**src/rtl/bp_probe_gen_pkg.sv**
```systemverilog
// rtl/bp_probe_gen_pkg.sv - shared constants, FSM states and LFSR step for the probe generator
package bp_probe_gen_pkg;

    localparam logic [6:0] ADDR_EN     = 7'h00;
    localparam logic [6:0] ADDR_MODE   = 7'h01;
    localparam logic [6:0] ADDR_RESEED = 7'h02;
    localparam logic [6:0] ADDR_PARAM  = 7'h10;
    localparam logic [6:0] ADDR_ID     = 7'h7F;

    localparam logic [15:0] LFSR_TAPS = 16'hB400;

    typedef enum logic [1:0] {
        ST_IDLE    = 2'd0,
        ST_GETDATA = 2'd1,
        ST_RESPOND = 2'd2
    } state_t;

    // Galois form, shifting right: feedback taps are applied when bit 0 falls out
    function automatic logic [15:0] lfsr_step(input logic [15:0] s);
        return (s >> 1) ^ (s[0] ? LFSR_TAPS : 16'h0000);
    endfunction

endpackage

```
**src/rtl/bp_probe_gen_probe_chan.sv**
```systemverilog
// rtl/bp_probe_gen_probe_chan.sv - one stimulus channel: LFSR, period counter, compare and output flop
module probe_chan
    import bp_probe_gen_pkg::*;
#(
    parameter logic [15:0] RST_SEED  = 16'hACE0,
    parameter logic [7:0]  RESEED_LO = 8'hA4
) (
    input  logic       clk,
    input  logic       rst,
    input  logic       cg,
    input  logic       en,
    input  logic       periodic,
    input  logic [7:0] param,
    input  logic       clr,
    input  logic       reseed,
    input  logic [7:0] seed_hi,
    output logic       probe
);

    logic [15:0] lfsr;
    logic [7:0]  cnt;
    logic        hit;

    always_comb begin
        hit = periodic ? (cnt == param) : (lfsr[7:0] < param);
    end

    // The LFSR free-runs even when disabled so reseeded sequences stay reproducible
    always_ff @(posedge clk or posedge rst) begin
        if (rst) begin
            lfsr  <= RST_SEED;
            cnt   <= 8'h00;
            probe <= 1'b0;
        end else if (cg) begin
            probe <= en & hit;
            lfsr  <= reseed ? {seed_hi, RESEED_LO} : lfsr_step(lfsr);
            if (clr || !en || (cnt == param)) begin
                cnt <= 8'h00;
            end else begin
                cnt <= cnt + 8'h01;
            end
        end
    end

endmodule

```
**src/rtl/bp_probe_gen.sv**
```systemverilog
// rtl/bp_probe_gen.sv - BytePipe-configured multi-channel random/periodic probe pulse generator
module bp_probe_gen
    import bp_probe_gen_pkg::*;
#(
    parameter int          N_PROBE   = 4,
    parameter logic [15:0] LFSR_SEED = 16'hACE1
) (
    input  logic               i_clk,
    input  logic               i_rst,
    input  logic               i_cg,
    input  logic [7:0]         i_bp_data,
    input  logic               i_bp_valid,
    output logic               o_bp_ready,
    output logic [7:0]         o_bp_data,
    output logic               o_bp_valid,
    input  logic               i_bp_ready,
    output logic [N_PROBE-1:0] o_probe
);

    state_t             state;
    state_t             state_nx;
    logic [6:0]         addr_q;
    logic [N_PROBE-1:0] en_q;
    logic [N_PROBE-1:0] mode_q;
    logic [7:0]         param_q [N_PROBE];
    logic               cmd_acc;
    logic               data_acc;
    logic [7:0]         rd_val;
    logic               reseed;
    logic [N_PROBE-1:0] clr_v;

    always_ff @(posedge i_clk or posedge i_rst) begin
        if (i_rst) begin
            state <= ST_IDLE;
        end else begin
            state <= state_nx;
        end
    end

    // Every transfer is qualified by i_cg, so a gated cycle never moves the FSM
    always_comb begin
        state_nx   = state;
        o_bp_ready = 1'b0;
        o_bp_valid = 1'b0;
        cmd_acc    = 1'b0;
        data_acc   = 1'b0;
        case (state)
            ST_IDLE: begin
                o_bp_ready = 1'b1;
                if (i_cg && i_bp_valid) begin
                    cmd_acc  = 1'b1;
                    state_nx = i_bp_data[7] ? ST_GETDATA : ST_RESPOND;
                end
            end
            ST_GETDATA: begin
                o_bp_ready = 1'b1;
                if (i_cg && i_bp_valid) begin
                    data_acc = 1'b1;
                    state_nx = ST_IDLE;
                end
            end
            ST_RESPOND: begin
                o_bp_valid = 1'b1;
                if (i_cg && i_bp_ready) begin
                    state_nx = ST_IDLE;
                end
            end
            default: state_nx = ST_IDLE;
        endcase
    end

    // Read value is looked up from the command byte itself and frozen into o_bp_data
    always_comb begin
        rd_val = 8'h00;
        if (i_bp_data[6:0] == ADDR_EN) begin
            rd_val = 8'(en_q);
        end else if (i_bp_data[6:0] == ADDR_MODE) begin
            rd_val = 8'(mode_q);
        end else if (i_bp_data[6:0] == ADDR_ID) begin
            rd_val = 8'(N_PROBE);
        end
        for (int i = 0; i < N_PROBE; i++) begin
            if (i_bp_data[6:0] == ADDR_PARAM + 7'(i)) begin
                rd_val = param_q[i];
            end
        end
    end

    always_comb begin
        reseed = data_acc && (addr_q == ADDR_RESEED);
        for (int i = 0; i < N_PROBE; i++) begin
            clr_v[i] = data_acc && ((addr_q == ADDR_MODE) || (addr_q == ADDR_PARAM + 7'(i)));
        end
    end

    always_ff @(posedge i_clk or posedge i_rst) begin
        if (i_rst) begin
            addr_q    <= 7'h00;
            o_bp_data <= 8'h00;
            en_q      <= '0;
            mode_q    <= '0;
            for (int i = 0; i < N_PROBE; i++) begin
                param_q[i] <= 8'h00;
            end
        end else begin
            if (cmd_acc) begin
                addr_q <= i_bp_data[6:0];
                if (!i_bp_data[7]) begin
                    o_bp_data <= rd_val;
                end
            end
            if (data_acc) begin
                if (addr_q == ADDR_EN) begin
                    en_q <= i_bp_data[N_PROBE-1:0];
                end
                if (addr_q == ADDR_MODE) begin
                    mode_q <= i_bp_data[N_PROBE-1:0];
                end
                for (int i = 0; i < N_PROBE; i++) begin
                    if (addr_q == ADDR_PARAM + 7'(i)) begin
                        param_q[i] <= i_bp_data;
                    end
                end
            end
        end
    end

    // Channel i is seeded with its index folded into the low byte so no two channels match
    for (genvar g = 0; g < N_PROBE; g++) begin : g_chan
        probe_chan #(
            .RST_SEED  ({LFSR_SEED[15:8], LFSR_SEED[7:0] ^ 8'(g + 1)}),
            .RESEED_LO (8'hA5 ^ 8'(g + 1))
        ) u_chan (
            .clk      (i_clk),
            .rst      (i_rst),
            .cg       (i_cg),
            .en       (en_q[g]),
            .periodic (mode_q[g]),
            .param    (param_q[g]),
            .clr      (clr_v[g]),
            .reseed   (reseed),
            .seed_hi  (i_bp_data),
            .probe    (o_probe[g])
        );
    end

endmodule

```
**config.mk**
```make
export PLATFORM = sky130hd
export DESIGN_NAME = bp_probe_gen
export DESIGN_NICKNAME = d
export VERILOG_FILES = /design/src/rtl/bp_probe_gen_pkg.sv /design/src/rtl/bp_probe_gen_probe_chan.sv /design/src/rtl/bp_probe_gen.sv
export SDC_FILE = /design/constraint.sdc
export NUM_CORES = 1
export LEC_CHECK = 0
export ABC_AREA = 1
export CAP_MARGIN = 20
export CORE_ASPECT_RATIO = 1.1
export CORE_MARGIN = 1.5
export CORE_UTILIZATION = 65
export DETAILED_ROUTE_END_ITERATION = 16
export DONT_BUFFER_PORTS = 1
export PLACE_DENSITY = 0.82
export REMOVE_ABC_BUFFERS = 1
export SYNTH_ARGS = -nofsm -noshare
export SYNTH_HDL_FRONTEND = slang
export SYNTH_SLANG_ARGS = --single-unit
```
**constraint.sdc**
```tcl
create_clock -name i_clk -period 13.8 [get_ports i_clk]
set_input_delay 3.45 -clock i_clk [delete_from_list [all_inputs] [get_ports i_clk]]
set_output_delay 3.45 -clock i_clk [all_outputs]
set_load 0.01 [all_outputs]
```
# ---- Word-level counts from Yosys, hierarchy flattened
# Cells that the tools add are included.
dict set report classes {
  add_sub_neg 4
  magnitude_cmp 4
  eq_ne 21
  n_mux 33
  bitwise 9
  n_reduce_logical 35
}
# operator count
set op_table {}
lappend op_table {{2-to-1 mux 16 bit} 8}
lappend op_table {{2-to-1 mux 8 bit} 8}
lappend op_table {{bitwise XOR 15 x 16 -> 16 bit} 4}
lappend op_table {{equality test 7 x 5 -> 1 bit, second input constant} 8}
lappend op_table {{adder 8 x 1 -> 8 bit, second input constant} 4}
lappend op_table {{equality test 8 bit} 4}
lappend op_table {{less-than comparator 8 bit} 4}
lappend op_table {{equality test 7 x 1 -> 1 bit, second input constant} 2}
lappend op_table {{zero test 7 bit} 2}
lappend op_table {{AND reduction 2 bit} 7}
lappend op_table {{logical OR 1 bit} 12}
lappend op_table {{2-to-1 mux 1 bit} 9}
lappend op_table {{2-to-1 mux 2 bit} 4}
lappend op_table {{2-to-1 mux 4 bit} 2}
lappend op_table {{equality test 7 x 2 -> 1 bit, second input constant} 1}
lappend op_table {{equality test 7 bit, second input constant} 1}
lappend op_table {{logical AND 1 bit} 7}
lappend op_table {{inequality test 2 bit, second input constant} 3}
lappend op_table {{one-hot mux 2 bit (3 select lines)} 1}
lappend op_table {{AND 1 bit} 4}
lappend op_table {{zero test 1 bit} 4}
lappend op_table {{2-to-1 mux 3 bit} 1}
lappend op_table {{AND reduction 3 bit} 1}
lappend op_table {{equality test 2 x 1 -> 1 bit, second input constant} 1}
lappend op_table {{other kinds (4)} 4}
dict set report totals {
  regBits 157
  out_inout_bits 14
}

# ---- Logic depth before layout (Yosys ltp)
dict set report logic_depth {
  depth_word 8
  ltp_mapped 10
}

# ---- Modules after synthesis
# From an unflattened synthesis, not the netlist that was laid out.
dict set report unflattened {
  cells_unflattened 1100
  hier_area_um2 8863.5
}
# module n_inst cells_each area_each_um2 seq_area_each_um2
set by_module_without_submodules {}
lappend by_module_without_submodules {bp_probe_gen 1 314 2725.1 1426.4}
lappend by_module_without_submodules {{probe_chan at g_chan[1].u_chan} 1 196 1544.0 636.9}
lappend by_module_without_submodules {{probe_chan at g_chan[3].u_chan} 1 198 1537.7 636.9}
lappend by_module_without_submodules {{probe_chan at g_chan[0].u_chan} 1 196 1531.5 634.4}
lappend by_module_without_submodules {{probe_chan at g_chan[2].u_chan} 1 196 1525.2 635.6}

# ---- Least setup slack after synthesis
# OpenSTA, ideal clock, no wires.
dict set report synth_timing {
  path_kind {input to register}
  startpoint {input i_bp_valid}
  endpoint {register g_chan[2].u_chan.lfsr[12]}
  setup_ps 135
  arrival_time_ps 4337
  t_required_ps 13665
  slack_ps 9328
  stages 9
  n_path_buf 2
  path_cell_list {nand2_1 -> inv_2 -> nand3_4 -> nor2_1 -> nand2_1 -> buf_4 -> buf_6 -> o21ai_0 -> a31oi_1}
}
dict set report synth_via {
  elab_chain_len 5
}
# element line_no
set synth_rtl {}
lappend synth_rtl {{start, declared} bp_probe_gen.sv:12} ;# input logic i_bp_valid,
lappend synth_rtl {{logical AND 1 bit} bp_probe_gen.sv:57} ;# if (i_cg && i_bp_valid) begin
lappend synth_rtl {{2-to-1 mux 1 bit} bp_probe_gen.sv:57}
lappend synth_rtl {{2-to-1 mux 1 bit} bp_probe_gen.sv:47} ;# case (state)
lappend synth_rtl {{logical AND 1 bit} bp_probe_gen.sv:90} ;# reseed = data_acc && (addr_q == ADDR_RESEED);
lappend synth_rtl {{2-to-1 mux 16 bit} bp_probe_gen_probe_chan.sv:36} ;# lfsr <= reseed ? {seed_hi, RESEED_LO} : lfsr_step(lfsr);
lappend synth_rtl {{end signal, assigned} bp_probe_gen_probe_chan.sv:36}
lappend synth_rtl {{end, declared} bp_probe_gen_probe_chan.sv:20} ;# logic [15:0] lfsr;
# No other way between the ends.
# A chain may end at the register's enable or synchronous reset.

# ---- Worst setup path in the final report
dict set report layout_timing {
  startpoint {input i_cg}
  endpoint {register o_bp_data[3]}
}
dict set report layout_via {
  elab_chain_len 4
}
# element line_no
set layout_rtl {}
lappend layout_rtl {{start, declared} bp_probe_gen.sv:10} ;# input logic i_cg,
lappend layout_rtl {{logical AND 1 bit} bp_probe_gen.sv:50} ;# if (i_cg && i_bp_valid) begin
lappend layout_rtl {{2-to-1 mux 1 bit} bp_probe_gen.sv:50}
lappend layout_rtl {{2-to-1 mux 1 bit} bp_probe_gen.sv:47}
lappend layout_rtl {{AND reduction 2 bit (no line)} n/a}
lappend layout_rtl {{end signal, assigned} bp_probe_gen.sv:109} ;# o_bp_data <= rd_val;
lappend layout_rtl {{end, declared} bp_probe_gen.sv:14} ;# output logic [7:0] o_bp_data,
# No other way between the ends.

==> flow_summary.toml <==
[status]
status = "finished, final reports clean"

[cts]
root_buffer = "clkbuf_16"
cts_made_buffers = 17
cts_tree = "built"
hold_buffers = 0
postCtsSetupBuffers = 0
clkSinkCount = 157
clk_pin_slew_worst_paths_ns = 0.06
ctsResizeCount = 0
cts.htree.levels = 4
clockBufferDepth = 2
insertion_delay_ns = 0.43

[worst_setup_path]
crit_chain = "nand2_1 -> inv_2 -> nand2_1 -> nor2_1 -> inv_1 -> a21oi_1 -> o21ai_1 -> nand2_1"
worstPathArrival_ns = 5.19
start_kind = "input port"
crit_slowest_cell = "nor2_1"
path_delay_family = "simple AND/OR/NAND/NOR gates"
critPathMostFrequentCell = "nand2_1"
slowest_delay_ns = 0.57
startpoint = "i_cg"
required_ns = 14.16
r2r_start = "state[0]"
worst-path-buf-inv = 2
cp_max_fo = 159
end_kind = "register"
critPathKind = "in -> reg"

[logic_synthesis]
syn_area_sq_mm = 0.00827
syn_area_per_cell_sq_um = 8.22
netlist_top_cells_area = "dfrtp_1 (38%), nand2_1 (11%), dfstp_2 (10%)"
ys_ff_latch = 157
yosysWarnings = 0
ys_types = 35
netlist_instances = 1006
synth_top_area_cell = "dfrtp_1"
seq_area_frac_synth_pct = 48.0
synth_top_area_share_pct = 37.5

[global_route]
globalRouteTotalUtil_pct = 30.7
grt_pass1_vias = 6327
grt_max_degree = 160
overflow = 0
grt_pass1_wl_um = 32300
antenna_found_initial = 0

[timing]
fmaxAchievable_mhz = 207
relSlewSlack_pct = 57.2
whs_ns = 0.487
finalCriticalPeriod_ns = 4.83
hold_violations = 0
slew_violations = 0
fin_skew_ns = 0.00834
finalSetupViolCount = 0
rsz0062_at_grt = "no"
min_period_over_period_pct = 35.0
worst_pin_slew_ns = 0.642
fin_setup_tns_ns = 0

[routing]
drt.antenna.violating_nets = 0
route.detailed.drc = 0
post_drt_wl_per_cell_um = 16.6
vias_per_cell = 5.78
drt-pass1-iter-count = 5
vias = 6713
wl_um = 19300
drt_iter0_drc = 677

[hold_path]
hold_start = "addr_q[5]"
hold_class = "reg -> reg"

[die]
core_sq_mm = 0.0125
start_util_pct = 66.0
row_count = 43
dieArea_sq_mm = 0.0134
fp.dieH_um = 121
die_x_um = 111
ios = 27

[power_and_ir_drop]
peakVddDrop_v = 0.000113
leakage_nw = 4.12
pwr_density_cell_mw_per_mm2 = 145

[placement]
dp_cells = 1129
port_buffers = 0
gp_congestion = 0.947
dp_hpwl_um = 12700

[cells_and_area]
layout_commonest_cell = "nand2_1"
area_growth_pct = 8.40
final_layout_size_suffix_gt1_share_pct = 8.96
antenna_cells = 0
final_cell_mix = "nand2_1 (249), dfrtp_1 (124), o21ai_0 (117)"
instances_no_fill = 1162
fin_nets = 1037

[run]
max_cap_violations = 0
[registers in the layout, indices dropped and copies added, names as in the netlist]
signal,flops
state,2
mode_q,4
en_q,4
addr_q,7
g_chan.u_chan.cnt,32
o_bp_data,8
g_chan.u_chan.probe,4
param_q,32
g_chan.u_chan.lfsr,64
[metrics by stage]
step	instance area, sq um	setup WS [ns]	power (mW)	utilization [%]
final	8960	8.97	1.30	71.5
after global routing	8960	8.89	1.37	71.5
after CTS	8940	9.12	1.30	71.3
after detailed placement	8310	8.72	0.799	66.3
after global placement	8310	8.73	0.790	66.3
after floorplan	8070	6.17	0.746	-
[layer usage]
metal  track usage (%)  wire [um]  up-vias
li1                  -          -     3250
met1              41.6       8400     3179
met2              47.4       8880      223
met3              5.79       1280       61
met4              16.2        761        0
met5                 0          0        -
[synthesized netlist by cell type (all sizes together)]
cell	count
nand2	251
dfrtp	124
o21ai	118
inv	111
nor2	83
a21oi	53
nand3	41
dfstp	33
ha	32
xnor2	29
a31oi	26
buf	20
clkbuf	18
xor2	18
nand4	15
nor3	8
o21a	7
or2	7
o31ai	6
o211ai	4
mux2	1
o2111ai	1
[kinds of logic (layout without fill, tap and decap cells)]
logic type      after synthesis  in the layout  share of synthesized area [%]
flops                       157            157                           48.0
mux                           1              1                          0.136
simple gates                405            405                           20.7
fa+ha+maj                    32             32                           4.84
buf+inv                     149            148                           7.40
xor+xnor                     47             47                           4.98
compound gates              215            215                           14.0
[final cells by class]
cell class                      instances  area, sq um
Multi-Input combinational cell        700         3690
Tap cell                              157          196
Fill cell                             971         3570
Inverter                              111          422
Clock buffer                           25          495
Sequential cell                       157         3970
Timing Repair Buffer                    5         57.6
Clock inverter                          7          135
[worst paths after layout]
kind	slack, ns	depth (start not counted)	to
worst max-delay path	8.97	8	o_bp_data[3]
worst min-delay path	0.49	2	addr_q[5]
worst max register to register	11.68	7	o_bp_data[3]
worst min register to register	0.49	2	addr_q[5]
max in group asynchronous	9.68	3	g_chan[0].u_chan.lfsr[7]
min in group asynchronous	2.99	1	g_chan[3].u_chan.lfsr[8]
[worst reg2reg max path, delay by kind of cell (launching register included)]
kind	cells	cell delay, ns
AO/OA/AOI/OAI	2	0.31
flip-flops	1	0.44
AND/OR/NAND/NOR	4	1.02
buffers and inverters	1	0.31
[report_power, final]
part           total (mW)  leakage [nW]  switching [mW]  internal (mW)
clock network       0.502         0.311           0.180          0.321
registers           0.598          1.96          0.0592          0.539
logic               0.201          1.84           0.120         0.0817
(Power assumes the default switching activity.)
